`src/rtl/raybox_pkg.sv`:
```
// Shared constants and state encoding for the wall texture V-coordinate stepper.
// Step and accumulator are unsigned fixed point: TEX_BITS integer bits, FRAC_BITS fraction.
package raybox_pkg;

    localparam int HEIGHT_BITS = 10;
    localparam int TEX_BITS    = 6;
    localparam int FRAC_BITS   = 12;
    localparam int SCREEN_H    = 480;
    localparam int POS_BITS    = 10;

    localparam int ACC_BITS  = TEX_BITS + FRAC_BITS;
    localparam int DIV_BITS  = ACC_BITS + 1;
    localparam int MUL_BITS  = 9;
    localparam int MUL_STEPS = 9;
    localparam int MUL_CW    = 4;

    localparam logic [DIV_BITS-1:0] V_ONE = {1'b1, {ACC_BITS{1'b0}}};

    typedef enum logic [1:0] {
        IDLE   = 2'd0,
        DIV    = 2'd1,
        MUL    = 2'd2,
        ACTIVE = 2'd3
    } stepper_state_e;

    // Clamp the raw quotient into the step range; a zero-height wall never steps.
    function automatic logic [ACC_BITS-1:0] sat_step(input logic [DIV_BITS-1:0] q,
                                                     input logic zero_h);
        logic [ACC_BITS-1:0] r;
        if (zero_h) begin
            r = '0;
        end else if (q[ACC_BITS]) begin
            r = '1;
        end else begin
            r = q[ACC_BITS-1:0];
        end
        return r;
    endfunction

endpackage

```
`src/rtl/wall_tex_stepper_divider.sv`:
```
// Restoring unsigned divider, one quotient bit per cycle; start restarts any divide in flight.
module seq_divider #(
    parameter int DW = 19,
    parameter int VW = 10,
    parameter int CW = $clog2(DW + 1)
) (
    input  logic          clk,
    input  logic          reset_n,
    input  logic          start,
    input  logic [DW-1:0] dividend,
    input  logic [VW-1:0] divisor,
    output logic          busy,
    output logic          done,
    output logic [DW-1:0] quotient
);

    logic [DW-1:0] quo_r;
    logic [VW-1:0] rem_r;
    logic [VW-1:0] div_r;
    logic [CW-1:0] cnt_r;
    logic          busy_r;
    logic          done_r;

    logic [VW:0]   trial_s;
    logic [VW:0]   diff_s;
    logic          ge_s;

    // Trial subtraction of the divisor from the shifted partial remainder.
    always_comb begin
        trial_s = {rem_r, quo_r[DW-1]};
        diff_s  = trial_s - {1'b0, div_r};
        ge_s    = (trial_s >= {1'b0, div_r});
    end

    // Iteration registers; dividend bits shift out as quotient bits shift in.
    always_ff @(posedge clk or negedge reset_n) begin
        if (!reset_n) begin
            quo_r  <= '0;
            rem_r  <= '0;
            div_r  <= '0;
            cnt_r  <= '0;
            busy_r <= 1'b0;
            done_r <= 1'b0;
        end else if (start) begin
            quo_r  <= dividend;
            rem_r  <= '0;
            div_r  <= divisor;
            cnt_r  <= CW'(DW);
            busy_r <= 1'b1;
            done_r <= 1'b0;
        end else if (busy_r) begin
            quo_r <= {quo_r[DW-2:0], ge_s};
            rem_r <= ge_s ? diff_s[VW-1:0] : trial_s[VW-1:0];
            cnt_r <= cnt_r - CW'(1);
            if (cnt_r == CW'(1)) begin
                busy_r <= 1'b0;
                done_r <= 1'b1;
            end else begin
                done_r <= 1'b0;
            end
        end else begin
            done_r <= 1'b0;
        end
    end

    assign busy     = busy_r;
    assign done     = done_r;
    assign quotient = quo_r;

endmodule

```
`src/rtl/wall_tex_stepper.sv`:
```
// Per-line texture V stepper: latches the wall slice, derives step and start offset,
// then walks the accumulator one pixel per pix_valid to address the texture ROM.
module wall_tex_stepper
    import raybox_pkg::*;
(
    input  logic                   clk,
    input  logic                   reset_n,
    input  logic                   line_start,
    input  logic [HEIGHT_BITS-1:0] wall_height,
    input  logic                   side_in,
    input  logic [TEX_BITS-1:0]    tex_u,
    input  logic                   pix_valid,
    output logic                   ready,
    output logic                   in_wall,
    output logic [TEX_BITS-1:0]    tex_row,
    output logic [TEX_BITS-1:0]    tex_col,
    output logic                   tex_side
);

    localparam logic [HEIGHT_BITS-1:0] SCREEN_HH = HEIGHT_BITS'(SCREEN_H);
    localparam logic [POS_BITS-1:0]    SCREEN_HP = POS_BITS'(SCREEN_H);

    stepper_state_e        state_r;
    stepper_state_e        state_s;

    logic [HEIGHT_BITS-1:0] h_r;
    logic                   side_r;
    logic [TEX_BITS-1:0]    col_r;
    logic [ACC_BITS-1:0]    step_r;
    logic [ACC_BITS-1:0]    acc_r;
    logic [POS_BITS-1:0]    y_r;
    logic [MUL_BITS-1:0]    skip_r;
    logic [MUL_CW-1:0]      mul_cnt_r;
    logic                   ready_r;
    logic                   in_wall_r;
    logic [TEX_BITS-1:0]    tex_row_r;

    logic [POS_BITS-1:0]    top_s;
    logic [POS_BITS-1:0]    bot_s;
    logic [MUL_BITS-1:0]    skip_s;
    logic                   hit_s;
    logic                   mul_last_s;
    logic [ACC_BITS-1:0]    acc_mul_s;
    logic                   div_busy_s;
    logic                   div_done_s;
    logic [DIV_BITS-1:0]    div_q_s;

    seq_divider #(
        .DW(DIV_BITS),
        .VW(HEIGHT_BITS)
    ) u_div (
        .clk      (clk),
        .reset_n  (reset_n),
        .start    (line_start),
        .dividend (V_ONE),
        .divisor  (wall_height),
        .busy     (div_busy_s),
        .done     (div_done_s),
        .quotient (div_q_s)
    );

    // Wall span on screen, start-row skip for tall walls, and the MSB-first shift-add step.
    always_comb begin
        if (h_r >= SCREEN_HH) begin
            top_s = '0;
            bot_s = SCREEN_HP;
        end else begin
            top_s = POS_BITS'((SCREEN_HH - h_r) >> 1);
            bot_s = top_s + POS_BITS'(h_r);
        end
        if (h_r > SCREEN_HH) begin
            skip_s = MUL_BITS'((h_r - SCREEN_HH) >> 1);
        end else begin
            skip_s = '0;
        end
        hit_s      = (y_r >= top_s) && (y_r < bot_s) && (h_r != '0);
        mul_last_s = (mul_cnt_r == MUL_CW'(1));
        acc_mul_s  = {acc_r[ACC_BITS-2:0], 1'b0} + (skip_r[MUL_BITS-1] ? step_r : '0);
    end

    // Next-state logic; a new line always restarts the computation.
    always_comb begin
        state_s = state_r;
        if (line_start) begin
            state_s = DIV;
        end else begin
            case (state_r)
                IDLE:    state_s = IDLE;
                DIV:     if (div_done_s && !div_busy_s) state_s = MUL; else state_s = DIV;
                MUL:     if (mul_last_s) state_s = ACTIVE; else state_s = MUL;
                ACTIVE:  state_s = ACTIVE;
                default: state_s = IDLE;
            endcase
        end
    end

    // State register.
    always_ff @(posedge clk or negedge reset_n) begin
        if (!reset_n) begin
            state_r <= IDLE;
        end else begin
            state_r <= state_s;
        end
    end

    // Line latch, step/offset capture and per-pixel accumulator walk.
    always_ff @(posedge clk or negedge reset_n) begin
        if (!reset_n) begin
            h_r       <= '0;
            side_r    <= 1'b0;
            col_r     <= '0;
            step_r    <= '0;
            acc_r     <= '0;
            y_r       <= '0;
            skip_r    <= '0;
            mul_cnt_r <= '0;
            ready_r   <= 1'b0;
            in_wall_r <= 1'b0;
            tex_row_r <= '0;
        end else begin
            ready_r <= (state_s == ACTIVE);
            if (line_start) begin
                h_r       <= wall_height;
                side_r    <= side_in;
                col_r     <= tex_u;
                y_r       <= '0;
                acc_r     <= '0;
                in_wall_r <= 1'b0;
            end else begin
                case (state_r)
                    DIV: begin
                        if (state_s == MUL) begin
                            step_r    <= sat_step(div_q_s, h_r == '0);
                            skip_r    <= skip_s;
                            mul_cnt_r <= MUL_CW'(MUL_STEPS);
                        end
                    end
                    MUL: begin
                        acc_r     <= acc_mul_s;
                        skip_r    <= skip_r << 1;
                        mul_cnt_r <= mul_cnt_r - MUL_CW'(1);
                    end
                    ACTIVE: begin
                        if (pix_valid) begin
                            in_wall_r <= hit_s;
                            tex_row_r <= acc_r[ACC_BITS-1 -: TEX_BITS];
                            if (hit_s) begin
                                acc_r <= acc_r + step_r;
                            end
                            if (y_r != SCREEN_HP) begin
                                y_r <= y_r + POS_BITS'(1);
                            end
                        end
                    end
                    default: begin
                        if (pix_valid) begin
                            in_wall_r <= 1'b0;
                        end
                    end
                endcase
            end
        end
    end

    assign ready    = ready_r;
    assign in_wall  = in_wall_r;
    assign tex_row  = tex_row_r;
    assign tex_col  = col_r;
    assign tex_side = side_r;

endmodule
```
`config.mk`:
```
export PLATFORM = sky130hd
export DESIGN_NAME = wall_tex_stepper
export DESIGN_NICKNAME = d
export VERILOG_FILES = /design/src/rtl/raybox_pkg.sv /design/src/rtl/wall_tex_stepper_divider.sv /design/src/rtl/wall_tex_stepper.sv
export SDC_FILE = /design/constraint.sdc
export NUM_CORES = 1
export LEC_CHECK = 0
export CAP_MARGIN = 20
export CORE_MARGIN = 5
export CORE_UTILIZATION = 43
export CTS_CLUSTER_SIZE = 24
export DETAILED_ROUTE_END_ITERATION = 12
export PLACE_DENSITY_LB_ADDON = 0.3
export SYNTH_ARGS = -nofsm -noshare
export SYNTH_HDL_FRONTEND = slang
export SYNTH_SLANG_ARGS = --single-unit
```
`constraint.sdc`:
```
create_clock -name clk -period 5.6 [get_ports clk]
set_input_delay 0.84 -clock clk [delete_from_list [all_inputs] [get_ports clk]]
set_output_delay 0.84 -clock clk [all_outputs]
set_load 0.02 [all_outputs]
```
==> results of run 1 <==
==> sequential cells by signal (all words and copies together), names as in the netlist <==
name            cells
acc_r              18
u_div.cnt_r         5
ready               1
tex_col             6
tex_row             6
u_div.quotient     19
u_div.div_r        10
u_div.rem_r        10
step_r             18
u_div.done          1
mul_cnt_r           4
y_r                10
u_div.busy          1
tex_side            1
in_wall             1
skip_r              9
state_r             2
==> how the worst max path moves through the flow <==
stage           endpoint  slack [ps]  depth (start not counted)
6_report       acc_r[17]         650                         19
5_1_grt        acc_r[17]         300                         19
4_1_cts        acc_r[17]         650                         19
3_5_place_dp   acc_r[17]         680                         19
3_3_place_gp   acc_r[17]         790                         19
2_1_floorplan  acc_r[17]         820                         23
==> cells by family after synthesis <==
kind of cell / Yosys count / share of synthesized area, %
AO/OA/AOI/OAI: 287 / 21.3
XOR/XNOR: 57 / 5.78
adder cells (fa/ha/maj): 84 / 12.4
buffers and inverters: 86 / 3.93
flip-flops: 122 / 35.3
multiplexers: 41 / 4.94
AND/OR/NAND/NOR: 301 / 16.3
==> routing by layer <==
layer / vias up / track usage (%)
met5: - / 0
met4: 0 / 5.93
met3: 36 / 3.12
met2: 111 / 29.9
met1: 3376 / 24.3
li1: 3581 / -
==> cells in the final DEF, fill, tap and decap left out, types with 8 or more instances in the layout <==
cell type / instances
dfrtp_1: 121
nand2_1: 101
o21ai_0: 92
nor2_1: 83
ha_1: 81
a21oi_1: 52
xnor2_1: 38
inv_1: 37
clkdlybuf4s50_1: 33
mux2i_1: 28
a21o_1: 22
nor3_1: 19
and2_1: 19
xor2_1: 19
nand3_1: 18
clkbuf_16: 17
nand4_1: 14
mux2_2: 13
o21ai_1: 11
o31ai_1: 11
o21a_1: 10
a31oi_1: 10
a311oi_1: 10
a211oi_1: 10
or3_1: 9
buf_4: 9
and3_1: 8
a22oi_1: 8
==> worst max-delay path, stage by stage, from the launching register on <==
cell and delay (ps):
dfrtp_1 510, inv_1 130, ha_1 330, xor2_1 200, xnor2_1 150, ha_1 210, a21o_1 190, a22o_1 170
a221oi_1 340, o21bai_1 110, a21o_1 210, a31oi_1 210, mux2i_1 210, ha_1 270, a21o_1 170, a22oi_1 150
nand4b_1 140, o41a_1 440, or2_0 390, o31ai_2 310
==> through the flow <==
| stage | hold slack (ps) | setup slack [ps] | power (uW) | cell area, um2 | util (%) |
|---|---|---|---|---|---|
| 2_1_floorplan | 450 | 823 | 1410 | 8640 | - |
| 3_5_place_dp | 473 | 681 | 1560 | 9200 | 47.0 |
| 3_3_place_gp | 466 | 785 | 1560 | 9200 | 47.0 |
| 4_1_cts | 486 | 646 | 2760 | 9830 | 50.2 |
| 6_report | 460 | 648 | 2730 | 9850 | 50.3 |
| 5_1_grt | 509 | 305 | 2880 | 9850 | 50.3 |
==> where the power goes <==
| part | internal [uW] | switching, uW | total [uW] |
|---|---|---|---|
| logic | 250 | 321 | 571 |
| clock network | 758 | 420 | 1180 |
| registers | 930 | 51.6 | 982 |
==> area by class of cell <==
type | instances | area [um2] | area share (%)
clock buffers | 18 | 439 | 4.46
clock inverters | 13 | 194 | 1.97
inverters | 43 | 163 | 1.65
multi-input cells | 770 | 5250 | 53.3
flip-flops and latches | 122 | 3050 | 31.0
well taps | 265 | 332 | 3.37
repair buffers | 44 | 418 | 4.24
==> flow_metrics.py, run 1 <==
metrics = {
    "timing": {
        "worst_pin_slew_ps": 929,
        "fin_crit_ps": 4950,
        "hold_violations": 0,
        "finalSetupTns_ps": 0,
        "setup_viol": 0,
        "grt_setup_unrepaired": "no",
        "fin_crit_sh_pct": 88.4,
        "clock_skew_ps": 9.20,
        "drv_slew": 0,
        "maxClockFrequency_ghz": 0.202,
        "max_slew_margin_pct": 38.0,
    },
    "global_route": {
        "grt_max_degree": 73,
        "grt_usage_pct": 18.1,
        "antenna_found_initial": 0,
        "grt.overflow.total": 0,
        "grt_pass1_wl_um": 33700,
        "grt_pass1_vias": 6900,
    },
    "outcome": {
        "status": "finished clean",
    },
    "power": {
        "p_leak_uw": 0.00468,
        "power.density_mw_per_mm2": 277,
        "vdd_ir_drop_max_mv": 0.207,
    },
    "synth": {
        "syn_area_per_cell_um2": 8.83,
        "ys_async_sr_fraction_pct": 100,
        "synth_cell_types": 71,
        "postSynthCellCount": 978,
        "synth_top_area_cell": "dfrtp_1",
        "yosysSeqAreaShare_pct": 35.3,
        "netlist.area_leader.share_pct": 35.3,
        "synth_ff_type": "dfrtp_1",
        "yosysWarningCount": 0,
        "synthTopCellsByArea": "dfrtp_1 35%, ha_1 12%, o21ai_0 5.3%",
        "synth_common_cells": "122 x dfrtp_1, 101 x nand2_1, 92 x o21ai_0, 83 x nor2_1, 81 x ha_1",
        "synth_fp_nets": 1083,
        "post-synth-top-count-cell": "dfrtp_1",
        "syn_area_mm2": 0.00864,
        "synth_edf_count": 0,
        "ys_ff_latch": 122,
    },
    "routing": {
        "dr.max_layer_used": "met4",
        "vias_per_cell": 5.57,
        "route.met2.wl_um": 9490,
        "drc": 0,
        "routed_wl_um": 19900,
        "firstDrtPassIters": 5,
        "route.met3.wl_um": 558,
        "via_count": 7104,
        "drtIter0Drc": 438,
        "wire_per_inst_um": 15.6,
        "ant_nets": 0,
        "met1_length_um": 9500,
    },
    "place": {
        "portBuffers": 35,
        "placed_cells": 1243,
        "routabilityCongestion": 0.942,
        "dp_hpwl_um": 14300,
    },
    "clock_network": {
        "cts_tree": "built",
        "postCtsSetupRepairBufs": 0,
        "cts_root_buffer": "clkbuf_16",
        "cts-buffers-inserted": 17,
        "insertion_delay_ps": 420,
        "htree_levels": 4,
        "cts_buffer_depth": 2,
        "clkSinkCount": 122,
        "hold_buffers": 0,
        "cts_resized": 0,
        "cts.reportedPaths.clkPinSlew_ps": 60,
    },
    "layout": {
        "antennaDiodeCount": 0,
        "final_cells": 1275,
        "drive_gt1_share_pct": 7.03,
        "area_delta_synth_final_pct": 14.0,
        "final_nets": 1103,
        "fillers": 1902,
    },
    "floorplanning": {
        "die_h_um": 152,
        "core_region_area_mm2": 0.0196,
        "start_util_pct": 44.1,
        "die_w_um": 152,
        "io_pins": 36,
        "dieArea_mm2": 0.0230,
        "std_cell_rows": 51,
    },
    "setup_path": {
        "required_ps": 5930,
        "cp.arrival_ps": 5280,
        "critPathLaunchType": "flop",
        "reg2regPathDepth": 19,
        "r2r_end": "acc_r[17]",
        "cp_max_fo": 10,
        "rrSetupSlack_ps": 650,
        "path_class": "flop to flop",
        "r2r_start": "u_div.div_r[0]",
        "crit_path_start": "u_div.div_r[0]",
        "endpoint_kind": "flop",
    },
    "min_path": {
        "hp-class": "primary input to async pin",
    },
    "flow_run": {
        "maxCapViolCount": 0,
    },
}
Power figures use the tool's default switching activity.
==> inputs of run 2 (changes only) <==
--- a/config.mk
+++ b/config.mk
@@ -7,7 +7,7 @@
 export LEC_CHECK = 0
 export CAP_MARGIN = 20
 export CORE_MARGIN = 5
-export CORE_UTILIZATION = 43
+export CORE_UTILIZATION = 62
 export CTS_CLUSTER_SIZE = 24
 export DETAILED_ROUTE_END_ITERATION = 12
 export PLACE_DENSITY_LB_ADDON = 0.3
==> flow_metrics.py, run 2 (synthesized netlist as in run 1, its figures left out) <==
metrics = {
    "power": {
        "vdd_ir_drop_max_mv": 0.285,
        "p_switching_uw": 800,
        "p_int_uw": 1970,
        "power.density_mw_per_mm2": 285,
        "power_frac_comb_pct": 20.8,
        "p_seq_share_pct": 35.6,
        "p_leak_uw": 0.00467,
        "switching_share_pct": 28.9,
        "power.share.clock_pct": 43.6,
    },
    "setup_path": {
        "crit_buf_inv": 1,
        "r2r_start": "u_div.div_r[1]",
        "crit_path_start": "u_div.div_r[1]",
        "critPathLaunchType": "flop",
        "crit_family": "compound AO/OA/AOI/OAI gates",
        "slowest_delay_ps": 540,
        "slowest_stage": "dfrtp_1",
        "cp.arrival_ps": 5500,
        "reg2regPathDepth": 19,
        "path_class": "flop to flop",
        "critPathCapture": "acc_r[17]",
        "cp_max_fo": 10,
        "required_ps": 5920,
        "crit_chain": "inv_1 > ha_1 > xor2_1 > xnor2_1 > ha_1 > a21o_1 > a22o_1 > a221oi_1 > o21bai_1 > a21o_1 > a31oi_1 > mux2i_1 > ha_1 > a21o_1 > a22oi_1 > nand4b_1 > o41a_1 > or2_0 > o31ai_2",
        "rrSetupSlack_ps": 420,
        "endpoint_kind": "flop",
        "r2r_end": "acc_r[17]",
        "worst-path-stages": 19,
    },
    "layout": {
        "final_cell_mix": "121 x dfrtp_1, 101 x nand2_1, 92 x o21ai_0",
        "final_nets": 1101,
        "area_delta_synth_final_pct": 12.7,
        "final_common_cell": "dfrtp_1",
        "final_cells": 1189,
        "largest_reg_flops": 19,
        "fillers": 1072,
        "antennaDiodeCount": 0,
        "drive_gt1_share_pct": 6.84,
    },
    "timing": {
        "grt_setup_unrepaired": "no",
        "setup_viol": 0,
        "max_slew_margin_pct": 32.7,
        "clock_skew_ps": 10.8,
        "hold_violations": 0,
        "finalSetupTns_ps": 0,
        "maxClockFrequency_ghz": 0.193,
        "fin_crit_ps": 5180,
        "drv_slew": 0,
        "fin_crit_sh_pct": 92.6,
        "setup_slack_ps": 416,
        "worst_pin_slew_ps": 1010,
    },
    "flow_run": {
        "maxCapViolCount": 0,
    },
    "clock_network": {
        "postCtsSetupRepairBufs": 0,
        "cts_tree": "built",
        "cts_resized": 0,
        "cts.reportedPaths.clkPinSlew_ps": 60,
        "hold_buffers": 0,
        "htree_levels": 4,
        "cts_root_buffer": "clkbuf_16",
        "cts_buffer_depth": 2,
        "clkSinkCount": 122,
        "cts-buffers-inserted": 17,
        "insertion_delay_ps": 420,
    },
    "global_route": {
        "grt_max_degree": 71,
        "grt_usage_pct": 25.9,
        "grt.overflow.total": 0,
        "grt_pass1_wl_um": 34700,
        "grt_pass1_vias": 7239,
        "antenna_found_initial": 0,
    },
    "routing": {
        "via_count": 7398,
        "drc": 0,
        "vias_per_cell": 6.22,
        "routed_wl_um": 20100,
        "wire_per_inst_um": 16.9,
        "ant_nets": 0,
        "firstDrtPassIters": 7,
        "drtIter0Drc": 585,
    },
    "place": {
        "portBuffers": 35,
        "routabilityCongestion": 0.892,
        "placed_cells": 1157,
        "detailedPlace.worstSlack_ps": 581,
        "dp_hpwl_um": 13800,
    },
    "outcome": {
        "status": "finished clean",
    },
    "floorplanning": {
        "start_util_pct": 62.7,
        "std_cell_rows": 43,
        "dieArea_mm2": 0.0164,
        "core_region_area_mm2": 0.0138,
        "die_w_um": 128,
        "io_pins": 36,
        "die_h_um": 128,
    },
    "min_path": {
        "hp-class": "flop to flop",
    },
}
-- run 2: cell count changes in the layout (fill, tap and decap cells not counted) --
cell,change
buf_4,-1
buf_8,-1
bufinv_16,+1
clkbuf_1,+1
clkbuf_8,-1
clkinv_2,+1
clkinv_4,-2
clkinvlp_4,+1
-- run 2: worst register-to-register path, stage by stage, from the launching register on --
cell and delay, ps:
dfrtp_1 540, inv_1 200, ha_1 340, xor2_1 200, xnor2_1 150, ha_1 220
a21o_1 190, a22o_1 170, a221oi_1 330, o21bai_1 120, a21o_1 210, a31oi_1 240
mux2i_1 250, ha_1 270, a21o_1 170, a22oi_1 180, nand4b_1 150, o41a_1 430
or2_0 410, o31ai_2 320
-- run 2: final cells by class --
class,count,area [um2],share of cell area [%]
multi-input combinational,770,5250,53.9
tap,180,225,2.31
clock buffer,18,429,4.41
sequential,122,3050,31.4
clock inverter,14,219,2.25
timing repair buffer,42,395,4.06
inverter,43,163,1.67
-- run 2: power by group through the flow --
stage	Combinational, uW	Sequential (uW)	Clock (uW)
after floorplan	432	983	0
after global placement	550	998	0
final	578	987	1210
after CTS	578	986	1220
after detailed placement	563	1000	0
after global routing	644	995	1270
-- run 2: worst min path at each step --
stage | end | start | depth (start not counted) | slack (ps)
finish | skip_r[3] | skip_r[3] | 2 | 490
global placement | skip_r[3] | skip_r[3] | 2 | 460
CTS | mul_cnt_r[3] | mul_cnt_r[3] | 1 | 490
floorplan | mul_cnt_r[3] | mul_cnt_r[3] | 1 | 450
global route | mul_cnt_r[3] | mul_cnt_r[3] | 1 | 510
detailed placement | skip_r[3] | skip_r[3] | 2 | 470
-- run 2: stage by stage --
| stage | total power (uW) | utilization [%] | hold slack [ps] | cell area (um2) |
|---|---|---|---|---|
| 3_5_place_dp | 1560 | 66.0 | 472 | 9080 |
| 2_1_floorplan | 1410 | - | 450 | 8640 |
| 6_report | 2770 | 70.7 | 489 | 9730 |
| 3_3_place_gp | 1550 | 66.0 | 464 | 9080 |
| 5_1_grt | 2910 | 70.7 | 505 | 9730 |
| 4_1_cts | 2790 | 70.7 | 488 | 9730 |
-- run 2: metal layers --
| metal | GRT usage [%] | share of wire (%) |
|---|---|---|
| met3 | 4.79 | 4.8 |
| met2 | 43.7 | 50 |
| met4 | 9.05 | 1.9 |
| met5 | 0 | 0 |
| met1 | 33.4 | 43 |
==> inputs of run 3 (changes only) <==
--- a/config.mk
+++ b/config.mk
@@ -5,6 +5,7 @@
 export SDC_FILE = /design/constraint.sdc
 export NUM_CORES = 1
 export LEC_CHECK = 0
+export ABC_AREA = 1
 export CAP_MARGIN = 20
 export CORE_MARGIN = 5
 export CORE_UTILIZATION = 62
==> flow_metrics.py, run 3 <==
metrics = {
    "outcome": {
        "status": "finished clean",
    },
    "place": {
        "portBuffers": 35,
        "dp_hpwl_um": 16500,
        "routabilityCongestion": 0.969,
        "detailedPlace.worstSlack_ps": 1750,
        "placed_cells": 1470,
    },
    "power": {
        "p_total_uw": 2800,
        "power.density_mw_per_mm2": 278,
        "p_leak_uw": 0.00527,
        "vdd_ir_drop_max_mv": 0.319,
    },
    "timing": {
        "max_slew_margin_pct": 39.8,
        "setup_slack_ps": 1680,
        "fin_crit_sh_pct": 70.1,
        "clock_skew_ps": 8.63,
        "finalSetupTns_ps": 0,
        "grt_setup_unrepaired": "no",
        "maxClockFrequency_ghz": 0.255,
        "fin_crit_ps": 3920,
        "drv_slew": 0,
        "setup_viol": 0,
        "worst_pin_slew_ps": 899,
        "hold_violations": 0,
    },
    "synth": {
        "syn_area_mm2": 0.00906,
        "synth_fp_nets": 1390,
        "postSynthCellCount": 1285,
        "yosysSeqAreaShare_pct": 33.7,
        "synth_ff_type": "dfrtp_1",
        "synth_cell_types": 48,
        "syn_area_per_cell_um2": 7.05,
        "synth_edf_count": 0,
        "yosysWarningCount": 0,
        "ys_ff_latch": 122,
        "netlist.area_leader.share_pct": 33.7,
        "synthTopCellsByArea": "dfrtp_1 34%, nand2_1 15%, ha_1 11%",
        "ys_async_sr_fraction_pct": 100,
        "post-synth-top-count-cell": "nand2_1",
        "synth_common_cells": "359 x nand2_1, 167 x inv_1, 129 x o21ai_0, 122 x dfrtp_1, 99 x nand3_1",
        "synth_top_area_cell": "dfrtp_1",
    },
    "clock_network": {
        "cts_resized": 0,
        "insertion_delay_ps": 430,
        "cts_buffer_depth": 2,
        "cts.reportedPaths.clkPinSlew_ps": 60,
        "cts_tree": "built",
        "clkSinkCount": 122,
        "postCtsSetupRepairBufs": 0,
        "cts-buffers-inserted": 17,
        "hold_buffers": 0,
        "cts_root_buffer": "clkbuf_16",
        "htree_levels": 4,
    },
    "setup_path": {
        "path_class": "flop to flop",
        "critPathLaunchType": "flop",
        "endpoint_kind": "flop",
        "critPathMostFrequentCell": "nand2_1",
        "crit_path_start": "u_div.div_r[1]",
        "slowest_delay_ps": 430,
        "slowest_stage": "dfrtp_1",
        "crit_chain": "inv_1 > ha_1 > nand3_4 > nand2_1 > xor2_1 > ha_1 > a21o_1 > a221oi_1 > nand3_1 > nand2_1 > nor2_1 > ha_1 > nand3_1 > nor2_1 > nand2_1 > nand3_2 > nor2_1 > nand3_1 > nand2_2 > nand2_4 > inv_1 > nand2_1 > nand2_1",
        "required_ps": 5920,
        "r2r_start": "u_div.div_r[1]",
        "cp_max_fo": 35,
        "cp.arrival_ps": 4240,
    },
    "routing": {
        "firstDrtPassIters": 5,
        "via_count": 8385,
        "drc": 0,
        "routed_wl_um": 22300,
        "wire_per_inst_um": 14.8,
        "ant_nets": 0,
        "drtIter0Drc": 774,
        "vias_per_cell": 5.58,
    },
    "layout": {
        "final_nets": 1411,
        "fillers": 1237,
        "largest_reg_flops": 19,
        "area_delta_synth_final_pct": 11.1,
        "antennaDiodeCount": 0,
        "drive_gt1_share_pct": 4.55,
        "final_cell_mix": "359 x nand2_1, 167 x inv_1, 129 x o21ai_0",
        "final_common_cell": "nand2_1",
        "final_cells": 1502,
    },
    "global_route": {
        "antenna_found_initial": 0,
        "grt_pass1_vias": 7662,
        "grt_usage_pct": 27.3,
        "grt.overflow.total": 0,
        "grt_pass1_wl_um": 37100,
        "grt_max_degree": 84,
    },
    "floorplanning": {
        "io_pins": 36,
        "core_region_area_mm2": 0.0144,
        "die_w_um": 131,
        "die_h_um": 131,
        "dieArea_mm2": 0.0171,
        "std_cell_rows": 44,
        "start_util_pct": 62.8,
    },
    "flow_run": {
        "maxCapViolCount": 0,
    },
    "min_path": {
        "hp-class": "primary input to async pin",
    },
}
[run 3: cell type report]
class                      instances  area, um2  area share, %
multi-input combinational        954       5170           51.4
sequential                       122       3050           30.3
inverter                         172        646           6.41
clock buffer                      18        429           4.26
timing repair buffer              39        390           3.88
tap                              184        230           2.29
clock inverter                    13        146           1.45
[run 3: kinds of logic after synthesis]
logic type / count (synthesis) / share of synthesized area, %
XOR/XNOR: 20 / 1.93
multiplexers: 5 / 0.622
buffers and inverters: 209 / 9.20
adder cells (fa/ha/maj): 84 / 11.9
flip-flops: 122 / 33.7
AO/OA/AOI/OAI: 246 / 14.6
AND/OR/NAND/NOR: 599 / 28.0
[run 3: metrics by stage]
stage | instance area, um2 | hold slack, ps | util (%)
final | 10100 | 372 | 69.8
after global routing | 10100 | 411 | 69.8
after CTS | 10000 | 473 | 69.6
after detailed placement | 9470 | 459 | 65.6
after global placement | 9470 | 453 | 65.6
after floorplan | 9060 | 442 | -
[run 3: layer usage]
metal / routed length, um / track usage (%) / up-vias / part of all wire (%)
met5: 0 / 0 / - / 0
met3: 1700 / 4.80 / 35 / 7.6
li1: - / - / 4264 / -
met1: 10500 / 41.2 / 3818 / 47
met2: 9600 / 39.9 / 268 / 43
met4: 417 / 8.65 / 0 / 1.9
[run 3: critical path, delay by kind of cell, from the launching register on]
family / cells / cell delay (ps)
and+or+nand+nor: 15 / 1410
AOI/OAI and AO/OA: 2 / 540
DFF: 1 / 430
xor gates and xnor gates: 1 / 210
buffers and inverters: 2 / 310
adders and majority gates: 3 / 910
[run 3: worst paths after layout]
check                            endpoint  slack [ps]  depth (start not counted)
max in group asynchronous       acc_r[11]        4310                          2
hold reg to reg                tex_col[2]         470                          2
hold / removal             u_div.rem_r[8]         370                          1
setup reg to reg                 acc_r[8]        1680                         23
setup / recovery                 acc_r[8]        1680                         23
min in group clk               tex_col[2]         470                          2
[run 3: power by group]
| part | switching (uW) | internal (uW) |
|---|---|---|
| logic | 458 | 265 |
| registers | 60.0 | 940 |
| clock network | 420 | 655 |
